===== config.mk =====
export PLATFORM = sky130hd
export DESIGN_NAME = distortion_clip_stage
export DESIGN_NICKNAME = d
export VERILOG_FILES = /design/src/rtl/distortion_clip_stage.sv
export SDC_FILE = /design/constraint.sdc
export NUM_CORES = 2
export LEC_CHECK = 0
export CAP_MARGIN = 20
export CELL_PAD_IN_SITES_DETAIL_PLACEMENT = 1
export CELL_PAD_IN_SITES_GLOBAL_PLACEMENT = 2
export CORE_ASPECT_RATIO = 1.2
export CORE_MARGIN = 3
export CORE_UTILIZATION = 43
export CTS_CLUSTER_SIZE = 24
export DETAILED_ROUTE_END_ITERATION = 12
export GPL_TIMING_DRIVEN = 1
export PLACE_DENSITY_LB_ADDON = 0.1
export SLEW_MARGIN = 5
export SYNTH_ARGS = -nofsm -noshare
export SYNTH_HDL_FRONTEND = slang
export SYNTH_SLANG_ARGS = --single-unit
export TNS_END_PERCENT = 100

===== constraint.sdc =====
create_clock -name clk -period 9.97 [get_ports clk]
set_clock_uncertainty 0.2 [all_clocks]
set_input_delay 1.994 -clock clk [delete_from_list [all_inputs] [get_ports clk]]
set_output_delay 1.994 -clock clk [all_outputs]
set_load 0.005 [all_outputs]

===== src/rtl/distortion_clip_stage.sv =====
// Guitar-path distortion stage: pops one sample, applies fixed-point gain,
// hard-clips symmetrically at the boost threshold and pushes the result.
module distortion_clip_stage #(
    parameter int DATA_W    = 32,
    parameter int GAIN_W    = 16,
    parameter int GAIN_FRAC = 8,
    parameter int CNT_W     = 16
) (
    input  logic              clk,
    input  logic              reset,
    input  logic              bypass,
    input  logic [GAIN_W-1:0] gain,
    input  logic [DATA_W-1:0] boost,
    input  logic              clear_count,
    input  logic              in_empty,
    output logic              in_rdreq,
    input  logic [DATA_W-1:0] in_data,
    input  logic              out_full,
    output logic              out_wrreq,
    output logic [DATA_W-1:0] out_data,
    output logic              busy,
    output logic              clip_flag,
    output logic [CNT_W-1:0]  clip_count
);

    localparam int                PROD_W  = DATA_W + GAIN_W + 1;
    localparam logic [DATA_W-1:0] MAX_POS = {1'b0, {(DATA_W-1){1'b1}}};

    typedef enum logic [2:0] {
        S_IDLE, S_READ, S_LATCH, S_MULT, S_CLIP, S_WRITE
    } state_t;

    state_t                    state_q, state_d;
    logic [DATA_W-1:0]         data_h_q, data_h_d;
    logic                      bypass_h_q, bypass_h_d;
    logic [GAIN_W-1:0]         gain_h_q, gain_h_d;
    logic [DATA_W-1:0]         boost_h_q, boost_h_d;
    logic signed [PROD_W-1:0]  prod_q, prod_d;
    logic [DATA_W-1:0]         out_data_q, out_data_d;
    logic                      clipped_q, clipped_d;
    logic                      clip_flag_q, clip_flag_d;
    logic [CNT_W-1:0]          clip_count_q, clip_count_d;

    logic signed [PROD_W-1:0]  data_ext, gain_ext, scaled, thr_ext;
    logic [DATA_W-1:0]         thr;

    // Operands widened to the full product width so the multiply cannot overflow.
    always_comb begin
        data_ext = {{(PROD_W-DATA_W){data_h_q[DATA_W-1]}}, data_h_q};
        gain_ext = {{(PROD_W-GAIN_W){1'b0}}, gain_h_q};
        scaled   = prod_q >>> GAIN_FRAC;
        thr      = (boost_h_q == '0 || boost_h_q > MAX_POS) ? MAX_POS : boost_h_q;
        thr_ext  = {{(PROD_W-DATA_W){1'b0}}, thr};
    end

    always_comb begin
        // NOTE: every output of this block gets a default first so no path infers a latch.
        state_d      = state_q;
        data_h_d     = data_h_q;
        bypass_h_d   = bypass_h_q;
        gain_h_d     = gain_h_q;
        boost_h_d    = boost_h_q;
        prod_d       = prod_q;
        out_data_d   = out_data_q;
        clipped_d    = clipped_q;
        clip_flag_d  = clip_flag_q;
        clip_count_d = clip_count_q;
        in_rdreq     = 1'b0;
        out_wrreq    = 1'b0;

        case (state_q)
            S_IDLE: if (!in_empty) state_d = S_READ;
            S_READ: begin
                in_rdreq = 1'b1;
                state_d  = S_LATCH;
            end
            S_LATCH: begin
                data_h_d   = in_data;
                bypass_h_d = bypass;
                gain_h_d   = gain;
                boost_h_d  = boost;
                state_d    = S_MULT;
            end
            S_MULT: begin
                prod_d  = data_ext * gain_ext;
                state_d = S_CLIP;
            end
            S_CLIP: begin
                if (bypass_h_q) begin
                    out_data_d = data_h_q;
                    clipped_d  = 1'b0;
                end else if (scaled > thr_ext) begin
                    out_data_d = thr;
                    clipped_d  = 1'b1;
                end else if (scaled < -thr_ext) begin
                    out_data_d = -thr;
                    clipped_d  = 1'b1;
                end else begin
                    out_data_d = scaled[DATA_W-1:0];
                    clipped_d  = 1'b0;
                end
                state_d = S_WRITE;
            end
            S_WRITE: begin
                if (!out_full) begin
                    out_wrreq   = 1'b1;
                    clip_flag_d = clipped_q;
                    if (clipped_q && clip_count_q != '1)
                        clip_count_d = clip_count_q + CNT_W'(1);
                    state_d = S_IDLE;
                end
            end
            default: state_d = S_IDLE;
        endcase

        // Clear has priority over an increment landing in the same cycle.
        if (clear_count) clip_count_d = '0;
    end

    // NOTE: holding registers are reset too, so a sample cut off by reset leaves no stale data behind.
    always_ff @(posedge clk or negedge reset) begin
        if (!reset) begin
            state_q      <= S_IDLE;
            data_h_q     <= '0;
            bypass_h_q   <= 1'b0;
            gain_h_q     <= '0;
            boost_h_q    <= '0;
            prod_q       <= '0;
            out_data_q   <= '0;
            clipped_q    <= 1'b0;
            clip_flag_q  <= 1'b0;
            clip_count_q <= '0;
        end else begin
            // NOTE: non-blocking assignments so every register sees the pre-edge values.
            state_q      <= state_d;
            data_h_q     <= data_h_d;
            bypass_h_q   <= bypass_h_d;
            gain_h_q     <= gain_h_d;
            boost_h_q    <= boost_h_d;
            prod_q       <= prod_d;
            out_data_q   <= out_data_d;
            clipped_q    <= clipped_d;
            clip_flag_q  <= clip_flag_d;
            clip_count_q <= clip_count_d;
        end
    end

    assign out_data   = out_data_q;
    assign busy       = (state_q != S_IDLE);
    assign clip_flag  = clip_flag_q;
    assign clip_count = clip_count_q;

endmodule


==> reports/results.tsv <==
metric	value	unit
status	finished, final reports clean	
vias per cell	5.47	
# DRC	0	
fin crit share	82.7	%
ys async rst share	100	%
min cycle time layout	8.24	ns
Pre-antenna DRT Iters	5	
EDFF count, synth	0	
initial core utilization	43.8	%
Post-DP HPWL	72500	um
Synth area leader	fa_1	
setup TNS	0	ns
Starting DRT DRC Count	1297	
vias in the first global route	24600	
CP endpoint kind	flop	
Skew-Pair Late Insertion Delay	0.51	ns
crit path max fanout	22	
clock root cell	clkbuf_16	
Max-Slew Margin vs Limit	26.0	%
WHS	0.307	ns
most frequent cells in the layout	604 x inv_1, 487 x fa_1, 448 x nand2_1	
Area Overhead vs Synth	10.5	%
fin util	48.4	%
Fill cells	7383	
Fmax achieved	0.121	GHz
Syn Area/Cell	9.04	sq um
area of the multi-input gates	20800	sq um
core area	63800	sq um
Num CTS Buffers	17	
routability cong.	0.876	
most frequent CP cell	fa_1	
GRT overflow	0	
Worst-path clk slew	0.08	ns
gr usage total	28.1	%
die height	285	um
initial antenna violation count	2	
Buffers on Ports	137	
Yosys reg bits	175	
Longest Clk Path Bufs	2	
Cell Rows	101	
DIE AREA	68100	sq um
wire per inst	23.1	um
Synth Instances	3094	
clock sink count	175	
largest net degree at the start of global routing	85	
share of layout cells above drive strength 1	6.04	%
Slew @ Worst Pin	1.11	ns
register area share after synthesis	15.7	%
Nets	3933	
Crit path largest cell delay	1.08	ns
register area	4380	sq um
Synth top area share	34.9	%
RSZ-0062 raised after global routing	false	
CP Class	reg -> reg	
Synth Flop Type	dfrtp_1	
post-CTS setup buffer count	0	
DRT Wirelength	92600	um
highest-delay cell along the critical path	dfrtp_1	
Cell variety after synth	72	
crit path cell chain	nand2_1 > fa_1 > fa_1 > fa_1 > inv_1 > fa_1 > fa_1 > inv_1 > fa_1 > inv_1 > ha_1 > and4_1 > nand3_1 > a2111oi_0 > nor4_1 > o41ai_2 > a311oi_2 > o31ai_1 > xnor2_1 > o21ai_1	
Worst Hold Class	reg -> reg	
CP Buf/Inv Count	3	
global-route wire length before repair	146000	um
CTS tree	yes	
Via Count	21900	
CP delay by family, top	adder cells	
netlist area before placement	28000	sq um
WP data required	10.12	ns
crit path launch type	flop	
most common cell after layout, fill and taps aside	inv_1	
H-tree depth	4	
I/O pin count	138	
CTS resizes	0	
Crit path arrival time	8.39	ns
Area contributors post-synth	fa_1 35%, dfrtp_1 16%, ha_1 8.8%	
Die X	239	um
DRT antenna net count	0	
Ys Warns	0	
Post-CTS Hold Fix Bufs	0	
final hold vios	0	
Final Max Tran Viols	0	
Max Cap Viol	0	
final setup fails	0	
[final cells by class]
class | count | share of cell area [%]
multi-input cells | 2171 | 67.2
flip-flops and latches | 175 | 14.2
repair buffers | 195 | 5.96
inverters | 604 | 7.33
clock buffers | 17 | 1.38
clock inverters | 15 | 0.583
diodes | 2 | 0.0162
well taps | 824 | 3.34
[kinds of logic (layout without fill, tap and decap cells)]
kind of cell / count (synthesis) / in the layout / synth area share, %
fa+ha+maj: 683 / 683 / 43.6
mux: 88 / 88 / 3.51
buf+inv: 756 / 831 / 10.3
flops: 175 / 175 / 15.7
other cells: 2 / 12 / 0.0269
simple gates: 959 / 959 / 16.5
xor+xnor: 82 / 82 / 2.57
compound gates: 349 / 349 / 7.79
[sequential cells by signal (all words and copies together), names as in the netlist]
signal / cells
prod_q: 41
boost_h_q: 32
data_h_q: 32
out_data: 32
clip_count: 16
gain_h_q: 16
state_q: 3
bypass_h_q: 1
clip_flag: 1
clipped_q: 1
[worst min-delay path, stage by stage (launching register included)]
cell and delay, ns:
dfrtp_1 0.35, a21oi_1 0.06, o21ai_1 0.06
[cell usage after synthesis (all sizes together), types with 6 or more instances]
cell and number:
inv 604, fa 487, nand2 448, and2 197
ha 196, dfrtp 175, clkbuf 140, nor2 118
o21ai 110, a21oi 88, mux2 80, xnor2 45
nand3 40, xor2 37, nor3 34, a21o 25
nor4 20, a211oi 19, a31oi 19, or3 19
nand4 18, o21a 16, and4 13, and3 12
buf 12, a221oi 9, nand2b 9, o31ai 9
mux2i 8, a211o 7, nor2b 6, o21bai 6
o32ai 6, or2 6
[metal layers]
layer	share of wire, %	vias to the layer above	GRT usage, %
li1	-	9738	-
met1	45	11600	38.4
met2	49	465	47.9
met3	4.1	98	3.41
met4	2.4	0	6.81
met5	0	-	0
[worst paths after layout]
kind                        startpoint            end  slack (ns)  cells after the start
min in group asynchronous        reset  clip_count[6]        1.26                      1
max in group asynchronous        reset    gain_h_q[1]        7.00                      2
setup reg to reg           gain_h_q[4]     prod_q[44]        1.73                     20
hold reg to reg            out_data[1]    out_data[1]        0.31                      2
setup / recovery           gain_h_q[4]     prod_q[44]        1.73                     20
hold / removal             out_data[1]    out_data[1]        0.31                      2
[per-stage QoR]
step / std cells / instance area [sq um] / setup slack, ns
after floorplan: 3102 / 28000 / 3.21
after global placement: 3967 / 30300 / 1.85
after detailed placement: 3967 / 30300 / 1.73
after CTS: 3999 / 30900 / 1.68
after global routing: 4001 / 30900 / 1.35
final: 4003 / 30900 / 1.73
Power is left out: the tool's default activity adds up to more than one toggle a clock period on the data nets, which glitch-free logic cannot reach.
==> patch, RTL diff (config.mk and constraints unchanged) <==
Register the output `clip_flag` once more, cleared by the reset; this adds one clock of latency there. The other outputs are not delayed to match.
--- a/src/rtl/distortion_clip_stage.sv
+++ b/src/rtl/distortion_clip_stage.sv
@@ -147,7 +147,13 @@
 
     assign out_data   = out_data_q;
     assign busy       = (state_q != S_IDLE);
-    assign clip_flag  = clip_flag_q;
+    always_ff @(posedge clk or negedge reset) begin
+        if (!reset) begin
+            clip_flag <= '0;
+        end else begin
+            clip_flag <= clip_flag_q;
+        end
+    end
     assign clip_count = clip_count_q;
 
 endmodule
Behaviour: not the same (a bounded check fails within 10 cycles, from zero or initial values and one cycle with reset low).
==> patch against the original RTL <==
Critical path depth increased by 2; setup slack improved by 0.44 ns; sequential cell count is 1 higher; routed wire length up 2.1%; final area increased by 0.13%; area after synthesis increased by 0.11%; sequential share of layout area rose by 0.055 points; non-clock buffer count decreased by 2; via count decreased by 0.88%; critical endpoint is now prod_q[48]; largest cell class unchanged.
Power is not shown: default switching activity piles up to over one toggle a cycle in this logic, so the estimate is an artifact.
==> patch: results (changes against the original RTL) <==
- Routed WL per cell: 23.67 um (+2.3%)
- Max incr delay on CP: 0.67 ns (-0.41 ns)
- GRT Overall Usage: 0.2865 (+0.005205)
- Type of the worst min-delay path: reg2reg
- Clk Latency, worst-skew pair: 0.50 ns
- Largest net degree at the start of global routing: 87 (+2.4%)
- Worst hold endpoint: clip_flag
- Number of global-route vias before repair: 24.44k (-0.75%)
- Max reg flops: 41 (unchanged)
- Pre-antenna DRT Iters: 5 (unchanged)
- Synth warnings: 0 (unchanged)
- Post-synth top flop: dfrtp_1
- Critical path's slowest cell: a2111oi_0
- Net count, final: 3922 (-0.28%)
- Postcts setup bufs: 0 (unchanged)
- H-tree depth: 4 (unchanged)
- CTS max path bufs: 2 (unchanged)
- R2R depth: 22 (+10%)
- Critical path's top delay family: adder cells
- Sequential element share of the synthesized area: 0.1573 (+0.0007189)
- Fillers: 7362 (-0.28%)
- Clock root cell: clkbuf_16
- CTS buffer count: 17 (unchanged)
- Clock-pin slew on the worst setup and hold paths: 0.09 ns
- Worst slew pin tran: 0.9689 ns (-0.1417 ns)
- Endpoints failing setup: 0 (unchanged)
- Iter 0 DRT Violations: 1283 (-1.1%)
- Top reg by flops: prod_q
- HP Start: clip_flag_q
- Layout cells sized above 1: 0.06191 (+0.001473)
- Reg-to-reg endpoint: prod_q[48]
- Status: finished, final reports clean
- Post-synthesis cell type count: 75 (+4.2%)
- M2 GR Usage: 0.4779 (-0.0007953)
- Arr. time, crit path: 8.01 ns (-0.38 ns)
- Met1 Resource Use GR: 0.3924 (+0.008945)
- I/O Buffers: 137 (unchanged)
- First-pass GRT wire length: 146.7 mm (+0.61%)
- Ys async rst share: 1.000 (unchanged)
- Worst R2R Start: data_h_q[6]
- Post-cts resize count: 0 (unchanged)
- Final Wtd Congestion: 0.8790 (+0.37%)
- Met3 global-route usage: 0.04551 (+0.01137)
- Final HPWL DP: 74.97 mm (+3.5%)
- Ranking of synthesized cells by area: fa_1, dfrtp_1, ha_1
- Worst hold path cell count: 0 (-2)
- FF-to-FF setup slack: 2.17 ns (+0.44 ns)
- Initial antenna violation count: 10 (+8)
- Vias after detailed routing: 21.71k (-0.88%)
- Synth top cells by count: inv_1, fa_1, nand2_1, and2_1, ha_1
- Worst Path Max Fanout: 18 (-18%)
[patch: cell types whose count changed after synthesis, sizes merged, moves of 8 or more]
cell    unedited run  this run
and3              12        32
xnor2             45        54
nor2             118        99
clkbuf           140       130
a211oi            19         9
a221oi             9         0
o21a              16         1
nand3             40        29
o31ai              9        18
nand2            448       432
a31oi             19        11
a21o              25        47
[patch: cells by family after synthesis]
logic type,share of synthesized area
mux,0.03817
simple gates,0.1592
fa+ha+maj,0.4363
flops,0.1573
other cells,0.0002683
xor+xnor,0.02753
buf+inv,0.1015
compound gates,0.07965
[patch: worst max-delay path by stage]
stage                      startpoint  slack, ns         end  depth (start not counted)
after CTS                 data_h_q[7]       2.05  prod_q[48]                         22
after detailed placement  data_h_q[7]       2.08  prod_q[48]                         22
final                     data_h_q[6]       2.17  prod_q[48]                         22
after global routing      data_h_q[6]       1.58  prod_q[33]                         22
after global placement    data_h_q[7]       2.14  prod_q[48]                         22
after floorplan           data_h_q[5]       3.25  prod_q[33]                         23
[patch: cell type report]
class / count / share of cell area
multi-input cells: 2154 / 0.6724
clock buffers: 17 / 0.01375
flip-flops and latches: 176 / 0.1423
clock inverters: 15 / 0.005862
repair buffers: 193 / 0.05801
inverters: 611 / 0.07411
diodes: 3 / 0.0002426
well taps: 824 / 0.03331
[patch: per-layer routing]
metal	vias up	share of wire
li1	9670	-
met1	11400	0.45
met2	539	0.48
met3	105	0.054
met4	4	0.022
met5	-	0.00029
[patch: through the flow]
| stage | cells | setup slack, ns | instance area, sq um | hold slack (ns) |
|---|---|---|---|---|
| floorplan | 3081 | 3.249 | 28020 | 0.1537 |
| global placement | 3958 | 2.143 | 30330 | 0.1606 |
| detailed placement | 3958 | 2.080 | 30330 | 0.1628 |
| CTS | 3990 | 2.051 | 30940 | 0.1812 |
| global route | 3990 | 1.583 | 30940 | 0.1981 |
| finish | 3993 | 2.169 | 30950 | 0.1797 |
